==> config.mk <==
export PLATFORM = sky130hd
export DESIGN_NAME = spi_reg_bank
export DESIGN_NICKNAME = d
export VERILOG_FILES = /design/src/rtl/spi_reg_pkg.sv /design/src/rtl/spi_sync_edge.sv /design/src/rtl/spi_reg_bank.sv
export SDC_FILE = /design/constraint.sdc
export NUM_CORES = 1
export LEC_CHECK = 0
export CAP_MARGIN = 20
export CORE_MARGIN = 4
export CORE_UTILIZATION = 47
export DETAILED_ROUTE_END_ITERATION = 8
export PLACE_DENSITY = 0.72
export SLEW_MARGIN = 15
export SYNTH_ARGS = -nofsm -noshare
export SYNTH_HDL_FRONTEND = slang
export SYNTH_SLANG_ARGS = --single-unit
==> constraint.sdc <==
create_clock -name clk -period 5.45 [get_ports clk]
set_input_delay 0.545 -clock clk [delete_from_list [all_inputs] [get_ports clk]]
set_output_delay 0.545 -clock clk [all_outputs]
set_load 0.05 [all_outputs]
==> src/rtl/spi_reg_pkg.sv <==
// rtl/spi_reg_pkg.sv - shared types, frame sizing and register map for the SPI register bank
package spi_reg_pkg;

  typedef enum logic [1:0] {
    IDLE,
    CMD,
    DATA,
    DONE
  } state_e;

  localparam int EN_OUT_LO = 0;
  localparam int EN_OUT_HI = 1;
  localparam int EN_PWM_LO = 2;
  localparam int EN_PWM_HI = 3;
  localparam int PWM_DUTY  = 4;

  function automatic int frame_len(input int addr_w, input int data_w);
    return 1 + addr_w + data_w;
  endfunction

endpackage

==> src/rtl/spi_sync_edge.sv <==
// rtl/spi_sync_edge.sv - multi-stage synchroniser with registered-level edge detect
module spi_sync_edge #(
  parameter int   SYNC_STAGES = 2,
  parameter logic RESET_VAL   = 1'b0
) (
  input  logic clk,
  input  logic rst_n,
  input  logic d_i,
  output logic level_o,
  output logic rise_o,
  output logic fall_o
);

  logic [SYNC_STAGES-1:0] sync_q;
  logic                   prev_q;

  always_ff @(posedge clk or negedge rst_n) begin
    if (!rst_n) begin
      sync_q <= {SYNC_STAGES{RESET_VAL}};
      prev_q <= RESET_VAL;
    end else begin
      sync_q <= {sync_q[SYNC_STAGES-2:0], d_i};
      prev_q <= sync_q[SYNC_STAGES-1];
    end
  end

  assign level_o = sync_q[SYNC_STAGES-1];
  assign rise_o  = level_o & ~prev_q;
  assign fall_o  = ~level_o & prev_q;

endmodule

==> src/rtl/spi_reg_bank.sv <==
// rtl/spi_reg_bank.sv - oversampled SPI mode-0 slave writing a flat register bank
// Define SPI_READBACK_EN to build the cipo read path; otherwise the bank is write-only.
module spi_reg_bank
  import spi_reg_pkg::*;
#(
  parameter int NUM_REGS    = 5,
  parameter int ADDR_W      = 7,
  parameter int DATA_W      = 8,
  parameter int SYNC_STAGES = 2
) (
  input  logic                       clk,
  input  logic                       rst_n,
  input  logic                       sclk_i,
  input  logic                       ncs_i,
  input  logic                       copi_i,
  output logic                       cipo_o,
  output logic                       cipo_oe_o,
  output logic [NUM_REGS*DATA_W-1:0] regs_o,
  output logic [NUM_REGS-1:0]        wr_strobe_o,
  output logic                       frame_err_o
);

  localparam int FRAME_LEN = frame_len(ADDR_W, DATA_W);
  localparam int CNT_W     = $clog2(FRAME_LEN + 1);
  localparam int SR_W      = (ADDR_W + 1 > DATA_W) ? ADDR_W + 1 : DATA_W;

  logic sclk_lvl_unused, sclk_rise, sclk_fall;
  logic ncs_lvl, ncs_rise, ncs_fall;
  logic copi_lvl, copi_rise_unused, copi_fall_unused;

  spi_sync_edge #(.SYNC_STAGES(SYNC_STAGES), .RESET_VAL(1'b0)) u_sync_sclk (
    .clk(clk), .rst_n(rst_n), .d_i(sclk_i),
    .level_o(sclk_lvl_unused), .rise_o(sclk_rise), .fall_o(sclk_fall)
  );
  spi_sync_edge #(.SYNC_STAGES(SYNC_STAGES), .RESET_VAL(1'b1)) u_sync_ncs (
    .clk(clk), .rst_n(rst_n), .d_i(ncs_i),
    .level_o(ncs_lvl), .rise_o(ncs_rise), .fall_o(ncs_fall)
  );
  spi_sync_edge #(.SYNC_STAGES(SYNC_STAGES), .RESET_VAL(1'b0)) u_sync_copi (
    .clk(clk), .rst_n(rst_n), .d_i(copi_i),
    .level_o(copi_lvl), .rise_o(copi_rise_unused), .fall_o(copi_fall_unused)
  );

  state_e                     state_q, state_d;
  logic [CNT_W-1:0]           cnt_q, cnt_d;
  logic [SR_W-2:0]            sr_q, sr_d;
  logic [SR_W-1:0]            sr_full;
  logic                       rw_q, rw_d;
  logic [ADDR_W-1:0]          addr_q, addr_d;
  logic [NUM_REGS*DATA_W-1:0] regs_q, regs_d;
  logic [NUM_REGS-1:0]        wr_strobe_q, wr_strobe_d;
  logic                       frame_err_q, frame_err_d;
  logic                       enter_data;

  // Shift register plus the bit being sampled now; the top bit never needs storing.
  assign sr_full = {sr_q, copi_lvl};

  always_ff @(posedge clk or negedge rst_n) begin
    if (!rst_n) begin
      state_q     <= IDLE;
      cnt_q       <= '0;
      sr_q        <= '0;
      rw_q        <= 1'b0;
      addr_q      <= '0;
      regs_q      <= '0;
      wr_strobe_q <= '0;
      frame_err_q <= 1'b0;
    end else begin
      state_q     <= state_d;
      cnt_q       <= cnt_d;
      sr_q        <= sr_d;
      rw_q        <= rw_d;
      addr_q      <= addr_d;
      regs_q      <= regs_d;
      wr_strobe_q <= wr_strobe_d;
      frame_err_q <= frame_err_d;
    end
  end

  always_comb begin
    state_d     = state_q;
    cnt_d       = cnt_q;
    sr_d        = sr_q;
    rw_d        = rw_q;
    addr_d      = addr_q;
    regs_d      = regs_q;
    wr_strobe_d = '0;
    frame_err_d = 1'b0;
    enter_data  = 1'b0;
    // ncs release wins over a coincident sclk edge, so a short frame aborts.
    if (ncs_rise) begin
      if (state_q == CMD || state_q == DATA) frame_err_d = 1'b1;
      state_d = IDLE;
    end else if (ncs_fall && state_q == IDLE) begin
      state_d = CMD;
      cnt_d   = '0;
    end else if (!ncs_lvl && sclk_rise && (state_q == CMD || state_q == DATA)) begin
      sr_d  = sr_full[SR_W-2:0];
      cnt_d = cnt_q + 1'b1;
      if (state_q == CMD && cnt_q == CNT_W'(ADDR_W)) begin
        rw_d       = sr_full[ADDR_W];
        addr_d     = sr_full[ADDR_W-1:0];
        state_d    = DATA;
        enter_data = 1'b1;
      end else if (state_q == DATA && cnt_q == CNT_W'(FRAME_LEN - 1)) begin
        state_d = DONE;
        for (int i = 0; i < NUM_REGS; i++) begin
          if (rw_q && 32'(addr_q) == i) begin
            regs_d[i*DATA_W +: DATA_W] = sr_full[DATA_W-1:0];
            wr_strobe_d[i]             = 1'b1;
          end
        end
      end
    end
  end

`ifdef SPI_READBACK_EN
  logic [DATA_W-1:0] sout_q, sout_d;

  always_ff @(posedge clk or negedge rst_n) begin
    if (!rst_n) sout_q <= '0;
    else        sout_q <= sout_d;
  end

  // The falling edge right after the load is skipped so the MSB meets the first data rise.
  always_comb begin
    sout_d = sout_q;
    if (enter_data) begin
      sout_d = '0;
      for (int i = 0; i < NUM_REGS; i++) begin
        if (32'(sr_full[ADDR_W-1:0]) == i) sout_d = regs_q[i*DATA_W +: DATA_W];
      end
    end else if (sclk_fall && state_q == DATA && cnt_q > CNT_W'(ADDR_W + 1)) begin
      sout_d = {sout_q[DATA_W-2:0], 1'b0};
    end
  end

  assign cipo_oe_o = ~ncs_lvl;
  assign cipo_o    = ~ncs_lvl & sout_q[DATA_W-1];
`else
  logic sclk_fall_unused, enter_data_unused;
  assign sclk_fall_unused  = sclk_fall;
  assign enter_data_unused = enter_data;
  assign cipo_oe_o         = 1'b0;
  assign cipo_o            = 1'b0;
`endif

  assign regs_o      = regs_q;
  assign wr_strobe_o = wr_strobe_q;
  assign frame_err_o = frame_err_q;

endmodule

==> impl_metrics.ini <==
[status]
status = completed

[floorplanning]
dieArea_um2 = 8007
core_um2 = 6386
die_h_um = 89.48
ios = 53
start_util_pct = 48.86
fp-row-count = 29
die_w_um = 89.48

[global_routing]
grt_pass1_wl_um = 9666
grt_pass1_vias = 1928
grt_max_degree = 77
antenna_found_initial = 0
track_usage_pct = 16.28
overflow = 0

[sta]
setup_viol = 0
rsz0062_at_grt = no
finalSetupTns_ns = 0
final.setup.worst_slack_ns = 2.609
finalClockSkew_ns = 0.01158
hold_viol_final = 0
post-route-period-util_pct = 52.12
max_slew_margin_pct = 39.13
tightest_slew_ns = 0.9130
final-max-slew-violation-count = 0
fmax_ghz = 0.3520
hold_slack_ns = 0.3348
fin_crit_ns = 2.841

[synthesis]
syn-mean-instance-area_um2 = 14.51
synth_area_leaders = dfrtp_1 59%, mux2_2 12%, mux2_4 7.7%, nand2_1 3.5%, dfstp_2 2.5%
synth_area_um2 = 3120
yosys-top-cells-count = 73 x dfrtp_1, 32 x mux2_2, 29 x nand2_1
synth_top_family_by_area = multiplexers
synth_top_area_cell = dfrtp_1
async_reset_ff_share_pct = 100.0
yosys_register_bits = 76
synth_compound_area_share_pct = 3.328
synth_xor_area_share_pct = 0
yosysMostFrequentCell = dfrtp_1
seq_area_frac_synth_pct = 61.07
synthFlopType = dfrtp_1
synthAdderAreaFrac_pct = 2.005
synthMuxAreaShare_pct = 19.57
synthSimpleGateAreaFrac_pct = 11.27
syn_inst = 215
synth_edf_count = 0
synth_top_area_share_pct = 58.54
synth_cell_types = 35
ys_warn_count = 0

[power]
irDropWorstVdd_uv = 185.5
switching_share_pct = 26.65
p_sw_mw = 0.3027
seqPwrFrac_pct = 56.3
p_per_area_nw_per_um2 = 294.1
power.internal_mw = 0.8331
p_clk_share_pct = 38.4
leakagePower_nw = 1.854
comb_power_share_pct = 5.4

[clock_network]
ctsHtreeMaxLevel = 3
numClockSinks = 76
cts_inserted_buffers = 9
clk_pin_slew_worst_paths_ns = 0.08
cts_setup_buffers = 0
cts_resized = 0
clock_path_buffers = 2
root_buffer = clkbuf_8
worst_skew_pair.late_latency_ns = 0.35
cts_tree = yes
ctsHoldBuffers = 0

[final_layout]
final_nets = 279
fillers = 485
antenna_cells = 0
area_growth_pct = 23.78
final_core_util_pct = 60.48
register_area_um2 = 1906
multi_input_area_um2 = 1136
drive_gt1_share_pct = 28.83

[critical_path]
r2r-start = state_q[0]
cp_num_buf_inv = 1
cp_slowest_cell = nor4_4
path_max_fanout = 22
critical-path-top-delay-family = simple AND/OR/NAND/NOR gates
max_stage_delay_ns = 0.77
r2r-end = regs_o[2]
startpoint = state_q[0]
crit_chain = inv_1 > ha_1 > and4bb_2 > nand2_1 > nor4_4 > mux2_2
r2r_cells = 6
critPathArrivalTime_ns = 3.07
required_ns = 5.68
critical_path_class = flop to flop
worstSetupStartpointType = flop
crit_path_end_kind = flop
rrSetupSlack_ns = 2.61

[drt]
wirelength_um = 5783
wire_per_inst_um = 16.48
viasPerCell = 5.194
vias = 1823
drc = 0
dr.pass1.iters = 4
ant_nets = 0
drt_iter0_drc = 103

[flow_run]
maxCapViolCount = 0

[min_path]
hold_path_class = input port to async pin

[placement]
place_ws_ns = 2.596
gp_congestion = 0.7136
post-dp-hpwl_um = 3883
port_buffers = 50
## registers in the layout, summed over array words and instances, names as in the netlist
register / count
frame_err_o: 1
u_sync_sclk.sync_q: 2
u_sync_ncs.sync_q: 2
cnt_q: 5
state_q: 2
sr_q: 7
u_sync_ncs.prev_q: 1
addr_q: 7
u_sync_copi.sync_q: 2
u_sync_sclk.prev_q: 1
regs_o: 40
rw_q: 1
wr_strobe_o: 5
## area by class of cell
| type | count | share of cell area (%) |
|---|---|---|
| Sequential cell | 76 | 49.34 |
| Multi-Input combinational cell | 126 | 29.41 |
| Timing Repair Buffer | 50 | 12.89 |
| Clock buffer | 9 | 3.207 |
| Tap cell | 77 | 2.494 |
| Clock inverter | 7 | 2.073 |
| Inverter | 6 | 0.5831 |
## worst register-to-register path: stages (launching register included)
cell	delay, ns
dfrtp_1	0.42
inv_1	0.09
ha_1	0.32
and4bb_2	0.26
nand2_1	0.46
nor4_4	0.78
mux2_2	0.41
## cells by family (layout without fill, tap and decap cells)
kind of cell	after synthesis	count (layout)
flops	76	76
simple gates	55	55
mux	49	49
compound gates	15	15
buf+inv	14	72
fa+ha+maj	5	5
other cells	1	2
## how the worst max path moves through the flow
stage / endpoint / slack [ns] / cells after the start
finish: regs_o[2] / 2.61 / 6
global route: regs_o[4] / 2.37 / 6
CTS: regs_o[5] / 2.59 / 6
detailed placement: regs_o[3] / 2.60 / 6
global placement: regs_o[4] / 2.70 / 6
floorplan: regs_o[10] / 3.02 / 9
## power groups by stage
stage               Combinational (mW)  Clock [mW]  Sequential, mW
finish                          0.0612       0.436           0.639
global route                    0.0724       0.475           0.645
CTS                             0.0624       0.448           0.639
detailed placement              0.0619           0           0.649
global placement                0.0606           0           0.648
floorplan                       0.0418           0           0.630
## per-stage QoR
| step | area [um2] | total power [mW] | instances |
|---|---|---|---|
| 6_report | 3862 | 1.136 | 351 |
| 5_1_grt | 3862 | 1.193 | 351 |
| 4_1_cts | 3862 | 1.149 | 351 |
| 3_5_place_dp | 3659 | 0.7109 | 335 |
| 3_3_place_gp | 3659 | 0.7083 | 335 |
| 2_1_floorplan | 3124 | 0.6715 | 216 |
## cells in the final DEF (no fill, tap or decap), types with 4 or more instances in the layout
| cell type | count |
|---|---|
| dfrtp_1 | 73 |
| mux2_2 | 32 |
| o21ai_0 | 4 |
| clkdlybuf4s50_1 | 49 |
| nor4_1 | 5 |
| inv_1 | 6 |
| clkbuf_8 | 9 |
| nand2_1 | 29 |
| ha_1 | 5 |
| mux2_4 | 16 |
## routing by layer
metal,share of wire [%],track usage [%],up-vias
li1,-,-,860
met1,49,22.46,914
met2,46,24.18,43
met3,4.4,5.346,6
met4,1.4,5.819,0
met5,0,0,-
(Power assumes the default switching activity.)
==> patch 1, RTL diff (same flow settings) <==
Build with the macro `SPI_READBACK_EN` defined.
--- a/src/rtl/spi_reg_bank.sv
+++ b/src/rtl/spi_reg_bank.sv
@@ -1,4 +1,6 @@
 // rtl/spi_reg_bank.sv - oversampled SPI mode-0 slave writing a flat register bank
 // Define SPI_READBACK_EN to build the cipo read path; otherwise the bank is write-only.
+`define SPI_READBACK_EN
+
 module spi_reg_bank
   import spi_reg_pkg::*;
Function: changed (Yosys sat finds a counterexample within 4 cycles, from zero or initial values and one cycle with rst_n low).
==> patch 1 against the original RTL <==
- synthesized area up 18%
- die area up 16%
- sequential cell count up 8
- wire length up 37%
- design area up 17%
- worst setup slack better by 0.076 ns
- power up 9.2%
- cell count up 28%
==> patch 1: results (changes against the original RTL) <==
- Clk_skew: 0.00723 ns (-0.00435 ns)
- Met3 WL post-DR: 326 um (+27%)
- Fraction of the core area covered by cells at the end of the flow: 58.9% (-1.6 points)
- Final instance count without filler cells: 449 (+28%)
- Outcome: finished clean
- Leakage power summed over all cells: 2.10 nW (+13%)
- Number of buffer cells added on primary ports: 52 (+4.0%)
- Worst Setup Slack post-DPL: 2.71 ns (+0.115 ns)
- Synth top area cells: sky130_fd_sc_hd__dfrtp_1 55%, sky130_fd_sc_hd__mux2_2 15%, sky130_fd_sc_hd__mux2i_1 6.3%
- Worst hold-check slack: 0.0698 ns (-0.265 ns)
- Sequential power: 0.663 mW (+3.8%)
- Top cell types by occurrence after synthesis: 81 x sky130_fd_sc_hd__dfrtp_1, 48 x sky130_fd_sc_hd__mux2_2, 33 x sky130_fd_sc_hd__nand2_1
- Reg2reg start: cnt_q[0]
- Terminus of the critical flop-to-flop path: regs_o[18]
- Gpl congestion: 0.769 (+7.8%)
- Number of cells traversed by the worst register-to-register path: 8 (+2)
- Total power divided by cell area: 274 nW/um2 (-6.8%)
- Arrival time of data at the critical path endpoint: 3.00 ns (-0.07 ns)
- Share of post-route cells with drive strength above 1: 23.1% (-5.8 points)
- First-iteration detailed-routing DRC count: 135 (+31%)
- Pin count of the biggest net entering global routing: 85 (+10%)
- Comb pwr share: 6.7% (+1.3 points)
- Highest Clock Rate: 362 MHz (+2.8%)
- Final #Nets: 353 (+27%)
- Global-route wire length before repair: 12900 um (+34%)
- Worst ir drop on vdd: 0.121 mV (-35%)
patch 1: cell count changes in the layout (fill, tap and decap cells not counted), sizes merged, moves of 3 or more:
cell	before	now
o22ai	0	14
inv	10	7
dfrtp	73	81
mux2i	1	23
a21oi	4	10
nor4	8	1
nor3	0	6
nor2	2	15
nor4b	0	3
nand2	29	33
patch 1: logic make-up after synthesis:
| logic type | synth area share (%) |
|---|---|
| flip-flops | 57.2 |
| AND/OR/NAND/NOR | 11.9 |
| multiplexers | 20.9 |
| AO/OA/AOI/OAI | 5.64 |
| buffers and inverters | 2.24 |
| adder cells (fa/ha/maj) | 2.04 |
patch 1: final cells by class:
cell class / instances / area share [%]
clock inverter: 5 / 1.85
sequential: 84 / 46.5
inverter: 6 / 0.498
multi-input combinational: 187 / 33.0
timing repair buffer: 54 / 12.2
clock buffer: 11 / 3.12
tap: 102 / 2.82
patch 1: metal layers:
layer  vias up  global-route usage, %
li1       1140                      -
met1      1249                   26.8
met2        63                   27.5
met3         4                   5.65
met4         0                   4.67
met5         -                      0
==> patch 2, RTL diff (same settings) <==
Without the edit above. Encoding of `state_e`: now one-hot (4 bits for 4 states).
--- a/src/rtl/spi_reg_pkg.sv
+++ b/src/rtl/spi_reg_pkg.sv
@@ -2,9 +2,9 @@
 package spi_reg_pkg;
 
-  typedef enum logic [1:0] {
-    IDLE,
-    CMD,
-    DATA,
-    DONE
+  typedef enum logic [3:0] {
+    IDLE = 4'b0001,
+    CMD  = 4'b0010,
+    DATA = 4'b0100,
+    DONE = 4'b1000
   } state_e;
 
Check against the original RTL: no difference found for any inputs over 10 cycles, from zero or initial values and one cycle with rst_n low; not proved beyond that.
==> patch 2 against the original RTL <==
- non-clock buffer count unchanged
- power down 0.96%
- clock skew down 0.0017 ns
- highest routed layer unchanged
- worst setup slack better by 0.13 ns
- combinational power fell by 21%
- count of clock-buffer cells in the layout increased by 1
- design area up 0.23%
- cell count is 3.4% lower
- sequential cell count grew 2
- sequential power down 3.8%
- wire length grew 1.1%
- synthesized area fell by 0.44%
==> patch 2: results (changes against the original RTL) <==
- Worst relative slew slack: 37.4% (-1.7 points)
- Count of filler cells inserted in the layout: 516 (+6.4%)
- Final instance area: 3870 um2 (+0.23%)
- Worst setup path endpoint: regs_o[39]
- Global-route wire length before repair: 9450 um (-2.3%)
- Placed wire-length estimate: 3780 um (-2.5%)
- Maximum net fanout on the critical path: 8 (-64%)
- Global-route usage over all layers: 16.2% (-0.12 points)
- Critical path origin: cnt_q[0]
- Gpl congestion: 0.748 (+4.8%)
- Unique masters post-synth: 37 (+5.7%)
- Reg-to-reg setup timing slack: 2.74 ns (+0.13 ns)
- Leakage power summed over all cells: 1.81 nW (-2.3%)
- Final instance count without filler cells: 339 (-3.4%)
- Routed wire length: 5850 um (+1.1%)
- Top cell types by occurrence after synthesis: 74 x sky130_fd_sc_hd__dfrtp_1, 48 x sky130_fd_sc_hd__mux2_2, 8 x sky130_fd_sc_hd__mux2_4
- Terminus of the critical flop-to-flop path: regs_o[39]
- Via count: 1816 (-0.38%)
- Placed inst area: 3660 um2 (about the same)
- Final #Nets: 266 (-4.7%)
- Worst ir drop on vdd: 0.176 mV (-5.3%)
- Pin count of the biggest net entering global routing: 79 (+2.6%)
- Number of placed instances, taps included: 325 (-3.0%)
- Arrival time of data at the critical path endpoint: 2.94 ns (-0.13 ns)
- Outcome: finished clean
- Largest stage delay, worst path: 0.83 ns (+0.06 ns)
[patch 2: metal layers]
metal | wire length, um | part of all wire, % | GRT usage (%)
met4 | 91 | 1.6 | 5.68
met3 | 278 | 4.8 | 6.36
met1 | 2760 | 47 | 22.7
met2 | 2720 | 46 | 22.8
met5 | 0 | 0 | 0
[patch 2: kinds of logic (layout without fill, tap and decap cells)]
group                    count (synthesis)  in the layout  synth area share [%]
AO/OA/AOI/OAI                           10             10                  2.01
multiplexers                            56             56                  21.3
XOR/XNOR                                 1              1                 0.282
adder cells (fa/ha/maj)                  2              2                 0.805
flip-flops                              78             78                  63.0
buffers and inverters                   10             67                  1.77
other                                    1              2                 0.121
AND/OR/NAND/NOR                         46             46                  10.8
[patch 2: worst min path at each step]
stage          slack, ns                     to             startpoint
2_1_floorplan       0.25              addr_q[0]                  rst_n
3_3_place_gp        0.33  u_sync_copi.sync_q[1]  u_sync_copi.sync_q[0]
3_5_place_dp        0.34  u_sync_sclk.sync_q[1]  u_sync_sclk.sync_q[0]
4_1_cts             0.36  u_sync_sclk.sync_q[1]  u_sync_sclk.sync_q[0]
5_1_grt             0.37   u_sync_ncs.sync_q[1]   u_sync_ncs.sync_q[0]
6_report            0.33             regs_o[32]                  rst_n
[patch 2: metrics by stage]
stage,hold slack (ns),setup slack (ns),total power [mW]
after floorplan,0.249,3.17,0.649
after global placement,0.334,2.86,0.673
after detailed placement,0.340,2.72,0.674
after CTS,0.358,2.72,1.14
after global routing,0.366,2.64,1.17
final,0.327,2.74,1.12
[patch 2: cell type report]
class,instances,share of cell area [%]
clock buffer,10,3.56
inverter,3,0.291
multi-input combinational,117,28.4
clock inverter,4,1.87
sequential,78,50.5
timing repair buffer,50,12.9
tap,77,2.49
[patch 2: power by group]
group / total (mW) / leakage [nW] / internal, mW / switching (mW)
clock: 0.462 / 0.104 / 0.264 / 0.197
sequential: 0.615 / 1.06 / 0.595 / 0.0202
combinational: 0.0483 / 0.645 / 0.0162 / 0.0321
total: 1.12 / 1.81 / 0.875 / 0.250
